`config.mk`:
```
export PLATFORM = sky130hd
export DESIGN_NAME = audiogen_multich
export DESIGN_NICKNAME = d
export VERILOG_FILES = /design/src/rtl/audiogen_pkg.sv /design/src/rtl/audiogen_tone_ch.sv /design/src/rtl/audiogen_multich.sv
export SDC_FILE = /design/constraint.sdc
export NUM_CORES = 1
export LEC_CHECK = 0
export CAP_MARGIN = 25
export CORE_MARGIN = 3
export CORE_UTILIZATION = 30
export DETAILED_ROUTE_END_ITERATION = 8
export HOLD_SLACK_MARGIN = 0.12
export PLACE_DENSITY = 0.49
export SKIP_LAST_GASP = 1
export SLEW_MARGIN = 5
export SYNTH_ARGS = -nofsm -noshare
export SYNTH_HDL_FRONTEND = slang
export SYNTH_SLANG_ARGS = --single-unit
```
`constraint.sdc`:
```
create_clock -name clk -period 4.6 [get_ports clk]
set_input_delay 0.92 -clock clk [delete_from_list [all_inputs] [get_ports clk]]
set_output_delay 0.92 -clock clk [all_outputs]
set_load 0.05 [all_outputs]
```
`src/rtl/audiogen_pkg.sv`:
```
// Shared constants and helpers for the multi-channel audio generator.
// The optional noise channel is built only when AUDIOGEN_NOISE_EN is defined.
package audiogen_pkg;

   localparam int unsigned LFSR_W  = 16;
   localparam int unsigned NRATE_W = 4;
   // Wide enough to hold (2^15)-1, the longest noise divider.
   localparam int unsigned NCNT_W  = 16;

   localparam logic [LFSR_W-1:0] LFSR_SEED = 16'hACE1;
   // Taps 16,14,13,11 of a right-shifting Fibonacci LFSR map to bits 0,2,3,5.
   localparam logic [LFSR_W-1:0] LFSR_TAPS = 16'h002D;

   // Address of the control register for an n-channel build.
   function automatic int unsigned ADDR_CTRL(input int unsigned n);
      return n;
   endfunction

   // Address of the noise-rate register for an n-channel build.
   function automatic int unsigned ADDR_NRATE(input int unsigned n);
      return n + 1;
   endfunction

   // One LFSR shift; an all-zero state recovers to the seed.
   function automatic logic [LFSR_W-1:0] lfsr_step(input logic [LFSR_W-1:0] s);
      if (s == '0) begin
         return LFSR_SEED;
      end
      return {^(s & LFSR_TAPS), s[LFSR_W-1:1]};
   endfunction

endpackage

```
`src/rtl/audiogen_tone_ch.sv`:
```
// One square-wave tone channel: toggles every period+1 prescaler ticks.
module audiogen_tone_ch #(
   parameter int unsigned PERIOD_W = 10
) (
   input  logic                clk,
   input  logic                rst,
   input  logic                tick,
   input  logic                en,
   input  logic [PERIOD_W-1:0] period,
   output logic                tone_out
);

   logic [PERIOD_W-1:0] cnt_q, cnt_d;
   logic                tone_q, tone_d;

   // Half-period countdown; the period is sampled only at reload so edits never glitch.
   always_comb begin
      cnt_d  = cnt_q;
      tone_d = tone_q;
      if (tick) begin
         if (!en || (period == '0)) begin
            cnt_d  = '0;
            tone_d = 1'b0;
         end else if (cnt_q == '0) begin
            cnt_d  = period;
            tone_d = ~tone_q;
         end else begin
            cnt_d  = cnt_q - PERIOD_W'(1);
         end
      end
   end

   // Channel state registers.
   always_ff @(posedge clk) begin
      if (rst) begin
         cnt_q  <= '0;
         tone_q <= 1'b0;
      end else begin
         cnt_q  <= cnt_d;
         tone_q <= tone_d;
      end
   end

   assign tone_out = tone_q;

endmodule

```
`src/rtl/audiogen_multich.sv`:
```
// Multi-channel tone + LFSR noise generator with a registered level mixer.
// Define AUDIOGEN_NOISE_EN to build the noise channel and its registers.
module audiogen_multich
   import audiogen_pkg::*;
#(
   parameter int unsigned NUM_CH   = 4,
   parameter int unsigned PERIOD_W = 10,
   parameter int unsigned PRESCALE = 64
) (
   input  logic                          clk,
   input  logic                          rst,
   input  logic                          cfg_we,
   input  logic [$clog2(NUM_CH+2)-1:0]   cfg_addr,
   input  logic [PERIOD_W-1:0]           cfg_wdata,
   output logic [NUM_CH-1:0]             tone_out,
   output logic                          noise_out,
   output logic [$clog2(NUM_CH+2)-1:0]   mix_level
);

   localparam int unsigned ADDR_W = $clog2(NUM_CH + 2);
   localparam int unsigned MIX_W  = ADDR_W;
   localparam int unsigned PS_W   = $clog2(PRESCALE);

   logic [PS_W-1:0]     ps_q, ps_d;
   logic                tick;
   logic [PERIOD_W-1:0] period_q [NUM_CH];
   logic [PERIOD_W-1:0] period_d [NUM_CH];
   logic [NUM_CH-1:0]   tone_en_q, tone_en_d;
   logic [NUM_CH-1:0]   tone_w;
   logic                noise_bit;
   logic [MIX_W-1:0]    mix_q, mix_d;

   // Shared prescaler; tick marks the last count of each cycle.
   always_comb begin
      tick = (ps_q == PS_W'(PRESCALE - 1));
      ps_d = tick ? '0 : ps_q + PS_W'(1);
   end

   // Tone register file writes.
   always_comb begin
      period_d  = period_q;
      tone_en_d = tone_en_q;
      if (cfg_we) begin
         for (int i = 0; i < NUM_CH; i++) begin
            if (cfg_addr == ADDR_W'(i)) begin
               period_d[i] = cfg_wdata;
            end
         end
         if (cfg_addr == ADDR_W'(ADDR_CTRL(NUM_CH))) begin
            tone_en_d = cfg_wdata[NUM_CH-1:0];
         end
      end
   end

   // Prescaler and tone register state.
   always_ff @(posedge clk) begin
      if (rst) begin
         ps_q      <= '0;
         tone_en_q <= '0;
         for (int i = 0; i < NUM_CH; i++) begin
            period_q[i] <= '0;
         end
      end else begin
         ps_q      <= ps_d;
         tone_en_q <= tone_en_d;
         period_q  <= period_d;
      end
   end

   // Tone channels see the post-write enable so a disable on a tick mutes at once.
   for (genvar g = 0; g < NUM_CH; g++) begin : g_ch
      audiogen_tone_ch #(.PERIOD_W(PERIOD_W)) u_ch (
         .clk      (clk),
         .rst      (rst),
         .tick     (tick),
         .en       (tone_en_d[g]),
         .period   (period_q[g]),
         .tone_out (tone_w[g])
      );
   end

`ifdef AUDIOGEN_NOISE_EN
   logic                noise_en_q, noise_en_d;
   logic [NRATE_W-1:0]  noise_rate_q, noise_rate_d;
   logic [LFSR_W-1:0]   lfsr_q, lfsr_d;
   logic [NCNT_W-1:0]   ncnt_q, ncnt_d;
   logic [NCNT_W-1:0]   ncnt_lim;
   logic                noise_q, noise_d;

   // Noise registers, tick divider and LFSR advance.
   always_comb begin
      noise_en_d   = noise_en_q;
      noise_rate_d = noise_rate_q;
      lfsr_d       = lfsr_q;
      ncnt_d       = ncnt_q;
      ncnt_lim     = NCNT_W'((32'd1 << noise_rate_q) - 32'd1);
      if (cfg_we && (cfg_addr == ADDR_W'(ADDR_CTRL(NUM_CH)))) begin
         noise_en_d = cfg_wdata[NUM_CH];
      end
      if (cfg_we && (cfg_addr == ADDR_W'(ADDR_NRATE(NUM_CH)))) begin
         noise_rate_d = cfg_wdata[NRATE_W-1:0];
      end
      if (tick) begin
         if (ncnt_q == ncnt_lim) begin
            ncnt_d = '0;
            lfsr_d = lfsr_step(lfsr_q);
         end else begin
            ncnt_d = ncnt_q + NCNT_W'(1);
         end
      end
      noise_d = lfsr_d[0] & noise_en_d;
   end

   // Noise channel state.
   always_ff @(posedge clk) begin
      if (rst) begin
         noise_en_q   <= 1'b0;
         noise_rate_q <= '0;
         lfsr_q       <= LFSR_SEED;
         ncnt_q       <= '0;
         noise_q      <= 1'b0;
      end else begin
         noise_en_q   <= noise_en_d;
         noise_rate_q <= noise_rate_d;
         lfsr_q       <= lfsr_d;
         ncnt_q       <= ncnt_d;
         noise_q      <= noise_d;
      end
   end

   assign noise_bit = noise_q;
`else
   assign noise_bit = 1'b0;
`endif

   // Mixer: popcount of the current channel outputs.
   always_comb begin
      mix_d = MIX_W'(noise_bit);
      for (int i = 0; i < NUM_CH; i++) begin
         mix_d = mix_d + MIX_W'(tone_w[i]);
      end
   end

   // Mixer register.
   always_ff @(posedge clk) begin
      if (rst) begin
         mix_q <= '0;
      end else begin
         mix_q <= mix_d;
      end
   end

   assign tone_out  = tone_w;
   assign noise_out = noise_bit;
   assign mix_level = mix_q;

endmodule
```
# Word-level counts from Yosys, hierarchy flattened
# Cells that the tools add are included.
[totals]
out_inout_bits = 8
ff_bits = 97
inputBits = 16
[op_classes]
reduce_logical = 30
muxes = 18
n_eq_ne = 5
n_bitwise = 4
addsub = 8
[ops]
columns = ["cell", "count"]
rows = [
  ["zero test 10 bit", 8],
  ["2-to-1 mux 10 bit", 8],
  ["subtractor 10 x 1 -> 10 bit, second input constant", 4],
  ["AND reduction 2 bit", 8],
  ["2-to-1 mux 1 bit", 8],
  ["2-to-1 mux 4 bit", 2],
  ["nonzero test 2 bit", 4],
  ["adder 6 x 1 -> 6 bit, second input constant", 1],
  ["equality test 3 x 2 -> 1 bit, second input constant", 2],
  ["equality test 6 bit, second input constant", 1],
  ["zero test 1 bit", 4],
  ["logical OR 1 bit", 4],
  ["NOT 1 bit", 4],
  ["adder 2 x 1 -> 3 bit", 1],
  ["adder 3 x 1 -> 3 bit", 1],
  ["equality test 3 x 1 -> 1 bit, second input constant", 1],
  ["equality test 3 bit, second input constant", 1],
  ["zero test 3 bit", 1],
  ["adder 1 x 1 -> 2 bit", 1],
  ["OR reduction 2 bit", 1],
]

# Depth between registers and ports, before layout
# Gate-level depths: netlist of run 1.
[logic_depth]
depth_word = 7
depth_mapped = 9

# By module
# A second synthesis of run 1 with hierarchy kept.
[unflattened]
hier_cells = 582
hier_area_um2 = 4902.2
[by_module_without_submodules]
columns = ["mod", "n_inst", "seq_area_each_um2", "area_per_inst_um2", "cells_per_inst"]
rows = [
  ["audiogen_tone_ch", 4, 220.2, 718.2, 86],
  ["audiogen_multich", 1, 1061.0, 2029.4, 238],
]

# Least setup slack after synthesis of run 1
# No wires, ideal clock.
[synth_path]
path_type = "input port to flip-flop"
startpoint = "in cfg_addr[0]"
endpoint = "reg g_ch[0].u_ch.cnt_q[8]"
path_buffers = 3
arrival_ps = 2556
cell_stages = 8
setup_slack_ps = 1948
path_cell_list = "buf_2 -> and4bb_1 -> buf_4 -> mux2i_1 -> or3_1 -> buf_2 -> or2_1 -> o41ai_2"
[synth_via]
elab_chain_cells = 6
[synth_rtl]
columns = ["element", "line", "source"]
rows = [
  ["start: declaration", "audiogen_multich.sv:13", "input logic [$clog2(NUM_CH+2)-1:0] cfg_addr,"],
  ["equality test 3 bit", "audiogen_multich.sv:49", "if (cfg_addr == ADDR_W'(ADDR_CTRL(NUM_CH))) begin"],
  ["2-to-1 mux 4 bit", "audiogen_multich.sv:49", ""],
  ["2-to-1 mux 4 bit", "audiogen_multich.sv:43", "if (cfg_we) begin"],
  ["zero test 1 bit", "audiogen_tone_ch.sv:21", "if (!en || (period == '0)) begin"],
  ["logical OR 1 bit", "audiogen_tone_ch.sv:21", ""],
  ["2-to-1 mux 10 bit", "audiogen_tone_ch.sv:21", ""],
  ["end signal: assignment", "audiogen_tone_ch.sv:39", "cnt_q <= cnt_d;"],
  ["end: declaration", "audiogen_tone_ch.sv:13", "logic [PERIOD_W-1:0] cnt_q, cnt_d;"],
]
# Every way passes these cells.
# A chain may end at the register's enable or synchronous reset.

# Final worst setup path of run 1
# Same ends and word-level chain as after synthesis.

==> results of run 1 <==
-- registers in the layout, indices dropped and copies added (netlist names) --
signal	count
g_ch.u_ch.cnt_q	40
g_ch.u_ch.tone_out	4
mix_level	3
period_q	40
ps_q	6
tone_en_q	4
-- critical path, cell delays in order --
cell             delay [ns]
clkdlybuf4s50_1        0.52
and4bb_1               0.58
mux2i_1                0.22
or3_1                  0.54
or2_1                  0.31
o41ai_2                0.26
-- where the power goes --
group / leakage [nW] / internal, mW / switching [mW]
clock network: 0.162 / 0.505 / 0.334
registers: 0.783 / 0.850 / 0.00887
logic: 0.978 / 0.0328 / 0.0577
total: 1.92 / 1.39 / 0.400
-- worst paths after layout --
check	startpoint	endpoint	slack, ns	depth (start not counted)
max	cfg_addr[0]	g_ch[0].u_ch.cnt_q[8]	1.49	6
min	ps_q[0]	ps_q[0]	0.46	1
max reg2reg	g_ch[0].u_ch.cnt_q[0]	g_ch[0].u_ch.cnt_q[7]	2.01	6
min reg2reg	ps_q[0]	ps_q[0]	0.46	1
-- metal layers --
metal,up-vias,wire [µm],track usage [%]
li1,2098,-,-
met1,1946,6290,21.7
met2,80,5400,22.5
met3,13,459,2.50
met4,0,197,5.32
met5,-,0,0
-- through the flow --
| stage | cells | utilization, % | cell area, µm² |
|---|---|---|---|
| after CTS | 781 | 35.6 | 5260 |
| after global routing | 782 | 35.7 | 5270 |
| after global placement | 763 | 33.3 | 4920 |
| after floorplan | 586 | - | 4590 |
| final | 782 | 35.7 | 5270 |
| after detailed placement | 765 | 33.4 | 4930 |
-- cell families (layout without fill, tap and decap cells) --
group,after synthesis,in the layout,share of synthesized area [%]
AO/OA/AOI/OAI,145,145,18.8
XOR/XNOR,7,7,1.33
other,1,1,0.0816
flip-flops,97,97,42.3
buffers and inverters,55,67,5.18
AND/OR/NAND/NOR,260,260,27.0
adder cells (fa/ha/maj),8,8,2.34
multiplexers,13,13,2.94
-- synthesized netlist by cell type, types with 9 or more instances --
cell type	instances
nand3_1	15
clkbuf_1	18
mux2i_1	9
or4_1	11
nor4_1	16
nor2_1	53
inv_1	22
nor3_1	19
a21oi_1	66
a21o_1	10
o22ai_1	11
nand2_1	106
dfxtp_1	97
o21ai_0	24
or3_1	13
-- cell usage in the layout (no fill, tap or decap), types with 15 or more instances in the layout --
| cell type | netlist | final |
|---|---|---|
| o21ai_0 | 24 | 24 |
| dfxtp_1 | 97 | 97 |
| nand2_1 | 106 | 106 |
| clkdlybuf4s50_1 | 0 | 21 |
| nor2_1 | 53 | 52 |
| nor3_1 | 19 | 19 |
| inv_1 | 22 | 22 |
| a21oi_1 | 66 | 66 |
| nand3_1 | 15 | 15 |
| nor4_1 | 16 | 16 |
-- cell type report --
class	count	area [µm²]
clock inverters	5	77.6
fillers	1559	9480
flip-flops and latches	97	1940
repair buffers	29	270
inverters	22	82.6
multi-input cells	434	2420
clock buffers	11	253
well taps	184	230
==> results.cfg, run 1 <==
[placement]
port_buffers = 22
place_ws_ns = 1.17
dp_hpwl_mm = 8.80
gp_congestion = 0.856

[sta]
hold_viol = 0
final.min_clock_period_ns = 3.11
worst_slew_pin_slew_ns = 0.885
setup_viol = 0
final.period_utilization_pct = 67.6
slew_viol_final = 0
skew_ns = 0.0100
maxSlewHeadroom_pct = 40.5
fmax_mhz = 321
hold_ws_ns = 0.458
rsz0062_at_grt = no
worst_slack_ns = 1.49
tns_ns = 0

[status]
status = finished, final reports clean

[drt]
avgViaCountPerCell = 5.29
routedWlPerCell_um = 15.8
ant_nets = 0
drt-total-wl_mm = 12.4
route.detailed.drc = 0
dr.pass1.iters = 4
drt_iter0_drc = 244
num_vias = 4137

[finish]
area_growth_pct = 14.8
fin_nets = 617
diodes = 0
drive_gt1_share_pct = 5.85

[yosys]
syn_area_um2 = 4590
syn_area_per_cell_um2 = 7.84
synth-edff-count = 0
async_reset_ff_share_pct = 0
ys_warn_count = 0
yosysUniqueCellTypes = 50
synth_top_area_cell = dfxtp_1
synth_area_leaders = dfxtp_1 (42%), nand2_1 (8.7%), a21oi_1 (7.2%)
seq_area_frac_synth_pct = 42.3
yosys_register_bits = 97
synth_top_area_share_pct = 42.3
syn_inst = 586
syn-num-nets = 610
synth_ff_type = dfxtp_1

[global_route]
grt_usage_pct = 15.0
grt_start_max_net_pins = 33
grt_pass1_wl_mm = 19.9
grt.overflow.total = 0
antenna_found_initial = 0
grt_pass1_vias = 3876

[pwr]
fin_total_pwr_mw = 1.79
p_leak_nw = 1.92
max-vdd-ir-drop_uv = 162
cellPowerDensity_nw_per_um2 = 339

[die]
die_w_um = 130
dieArea_um2 = 16800
start_util_pct = 31.1
rows = 44
io_pins = 24
die_h_um = 130
core_area_um2 = 14800

[clock_network]
clock-sinks = 97
numCtsBuffers = 9
cts_setup_buffers = 0
cts_resized = 0
ctsHtreeMaxLevel = 3
holdBufCountCts = 0
clk_pin_slew_ns = 0.06
cts_root_buf = clkbuf_16
clk_latency_ns = 0.35
clockBufferDepth = 2
cts_tree = done

[min_path]
hp-class = register to register

[worst_setup_path]
crit_path_end_kind = register
criticalPathCategory = input port to register
critical_path_required_ns = 4.85
critPathMaxFanout = 9
worstPathArrival_ns = 3.36
cp-start-kind = input port

[flow_run]
cap_violations = 0
No activity file was read; power rests on OpenSTA's default activity.
==> inputs of run 2 (changes only) <==
==> constraint.sdc (replaced) <==
create_clock -name clk -period 2.9 [get_ports clk]
set_input_delay 0.58 -clock clk [delete_from_list [all_inputs] [get_ports clk]]
set_output_delay 0.58 -clock clk [all_outputs]
set_load 0.05 [all_outputs]
==> results.cfg, run 2 (synthesized netlist as in run 1, its figures left out) <==
[finish]
fin_nets = 632
diodes = 0
multi_input_area_um2 = 2410
mostFrequentLayoutCell = nand2_1
final_cell_area_um2 = 5400
reg_top3 = g_ch.u_ch.cnt_q x40, period_q x40, ps_q x6
final_cell_mix = nand2_1 (106), dfxtp_1 (97), a21oi_1 (66), nor2_1 (53), o21ai_0 (24)
final-seq-area_um2 = 1940
fill_cells = 1572
area_growth_pct = 17.6
drive_gt1_share_pct = 7.99
final_util_pct = 36.6
final_cells = 797

[global_route]
grt_usage_pct = 15.2
grt_pass1_vias = 3785
antenna_found_initial = 0
grt_start_max_net_pins = 40
grt.overflow.total = 0
grt_pass1_wl_mm = 20.1

[sta]
skew_ns = 0.0101
slew_viol_final = 0
setup_viol = 0
tns_ns = 0
fmax_mhz = 390
rsz0062_at_grt = no
maxSlewHeadroom_pct = 56.6
worst_slack_ns = 0.335
worst_slew_pin_slew_ns = 0.642
hold_viol = 0
final.period_utilization_pct = 88.4
final.min_clock_period_ns = 2.56

[die]
io_pins = 24
start_util_pct = 31.1
die_h_um = 130
core_area_um2 = 14800
dieArea_um2 = 16800
rows = 44
die_w_um = 130

[drt]
avgViaCountPerCell = 5.21
num_vias = 4151
route.detailed.drc = 0
ant_nets = 0
dr.pass1.iters = 5
drt-total-wl_mm = 12.3
routedWlPerCell_um = 15.5
drt_iter0_drc = 347

[worst_setup_path]
crit_path_top_delay_cell = or4_1
path_cells = inv_1 -> ha_1 -> or4b_1 -> or4_1 -> a41oi_1 -> o22ai_1
criticalPathCategory = register to register
cp-start-kind = register
critPathMaxFanout = 13
cp_num_buf_inv = 1
critical_path_required_ns = 3.13
worstPathArrival_ns = 2.79
path_delay_family = simple AND/OR/NAND/NOR gates
crit_path_end_kind = register
slowest_delay_ns = 0.74

[pwr]
pwr-share-comb_pct = 5.3
p_sw_share_pct = 22.2
internal-power_mw = 2.28
cellPowerDensity_nw_per_um2 = 542
max-vdd-ir-drop_uv = 318
p_leak_nw = 2.00
switching_power_mw = 0.650
clkPwrFrac_pct = 48.2
seqPwrFrac_pct = 46.5

[clock_network]
clk_pin_slew_ns = 0.07
cts_resized = 0
clk_latency_ns = 0.35
cts_setup_buffers = 0
holdBufCountCts = 0
numCtsBuffers = 9
clockBufferDepth = 2
cts_tree = done
cts_root_buf = clkbuf_16
clock-sinks = 97
ctsHtreeMaxLevel = 3

[min_path]
hp-class = register to register

[placement]
dpl-instance-area_um2 = 5050
placed_cells = 781
dp_hpwl_mm = 9.12
gp_congestion = 0.813
place_ws_ns = 0.197
port_buffers = 22

[flow_run]
cap_violations = 0

[status]
status = finished, final reports clean
[run 2: path summary, 6_finish.rpt]
check / endpoint / depth (start not counted) / slack, ns / start
worst max-delay path: g_ch[0].u_ch.cnt_q[3] / 6 / 0.34 / g_ch[0].u_ch.cnt_q[0]
worst min-delay path: ps_q[0] / 1 / 0.45 / ps_q[0]
worst max register to register: g_ch[0].u_ch.cnt_q[3] / 6 / 0.34 / g_ch[0].u_ch.cnt_q[0]
worst min register to register: ps_q[0] / 1 / 0.45 / ps_q[0]
[run 2: worst reg2reg max path: stages (launching register included)]
cell	delay [ns]
dfxtp_1	0.34
inv_1	0.13
ha_1	0.26
or4b_1	0.54
or4_1	0.74
a41oi_1	0.33
o22ai_1	0.11
[run 2: per-stage QoR]
step                hold slack (ns)  total power, mW
floorplan                     0.418             1.47
global placement              0.433             1.55
detailed placement            0.439             1.55
CTS                           0.452             2.97
global route                  0.496             3.04
finish                        0.449             2.93
[run 2: final cells by class]
cell class              count  share of cell area [%]
inverters                  22                    1.53
repair buffers             44                    7.04
flip-flops and latches     97                    35.9
well taps                 184                    4.26
clock inverters             6                    2.13
multi-input cells         434                    44.7
clock buffers              10                    4.42
[run 2: metal layers]
metal / wire [µm] / global-route usage [%] / vias to the layer above
met2: 5200 / 22.2 / 81
li1: - / - / 2132
met5: 0 / 0 / -
met4: 232 / 5.75 / 0
met1: 6480 / 22.5 / 1921
met3: 419 / 2.42 / 17
[run 2: power by group through the flow]
stage               Clock (mW)  Combinational [mW]  Sequential (mW)
floorplan                    0              0.0864             1.39
global placement             0               0.154             1.39
detailed placement           0               0.154             1.39
CTS                       1.45               0.155             1.36
global route              1.50               0.173             1.36
finish                    1.41               0.155             1.36
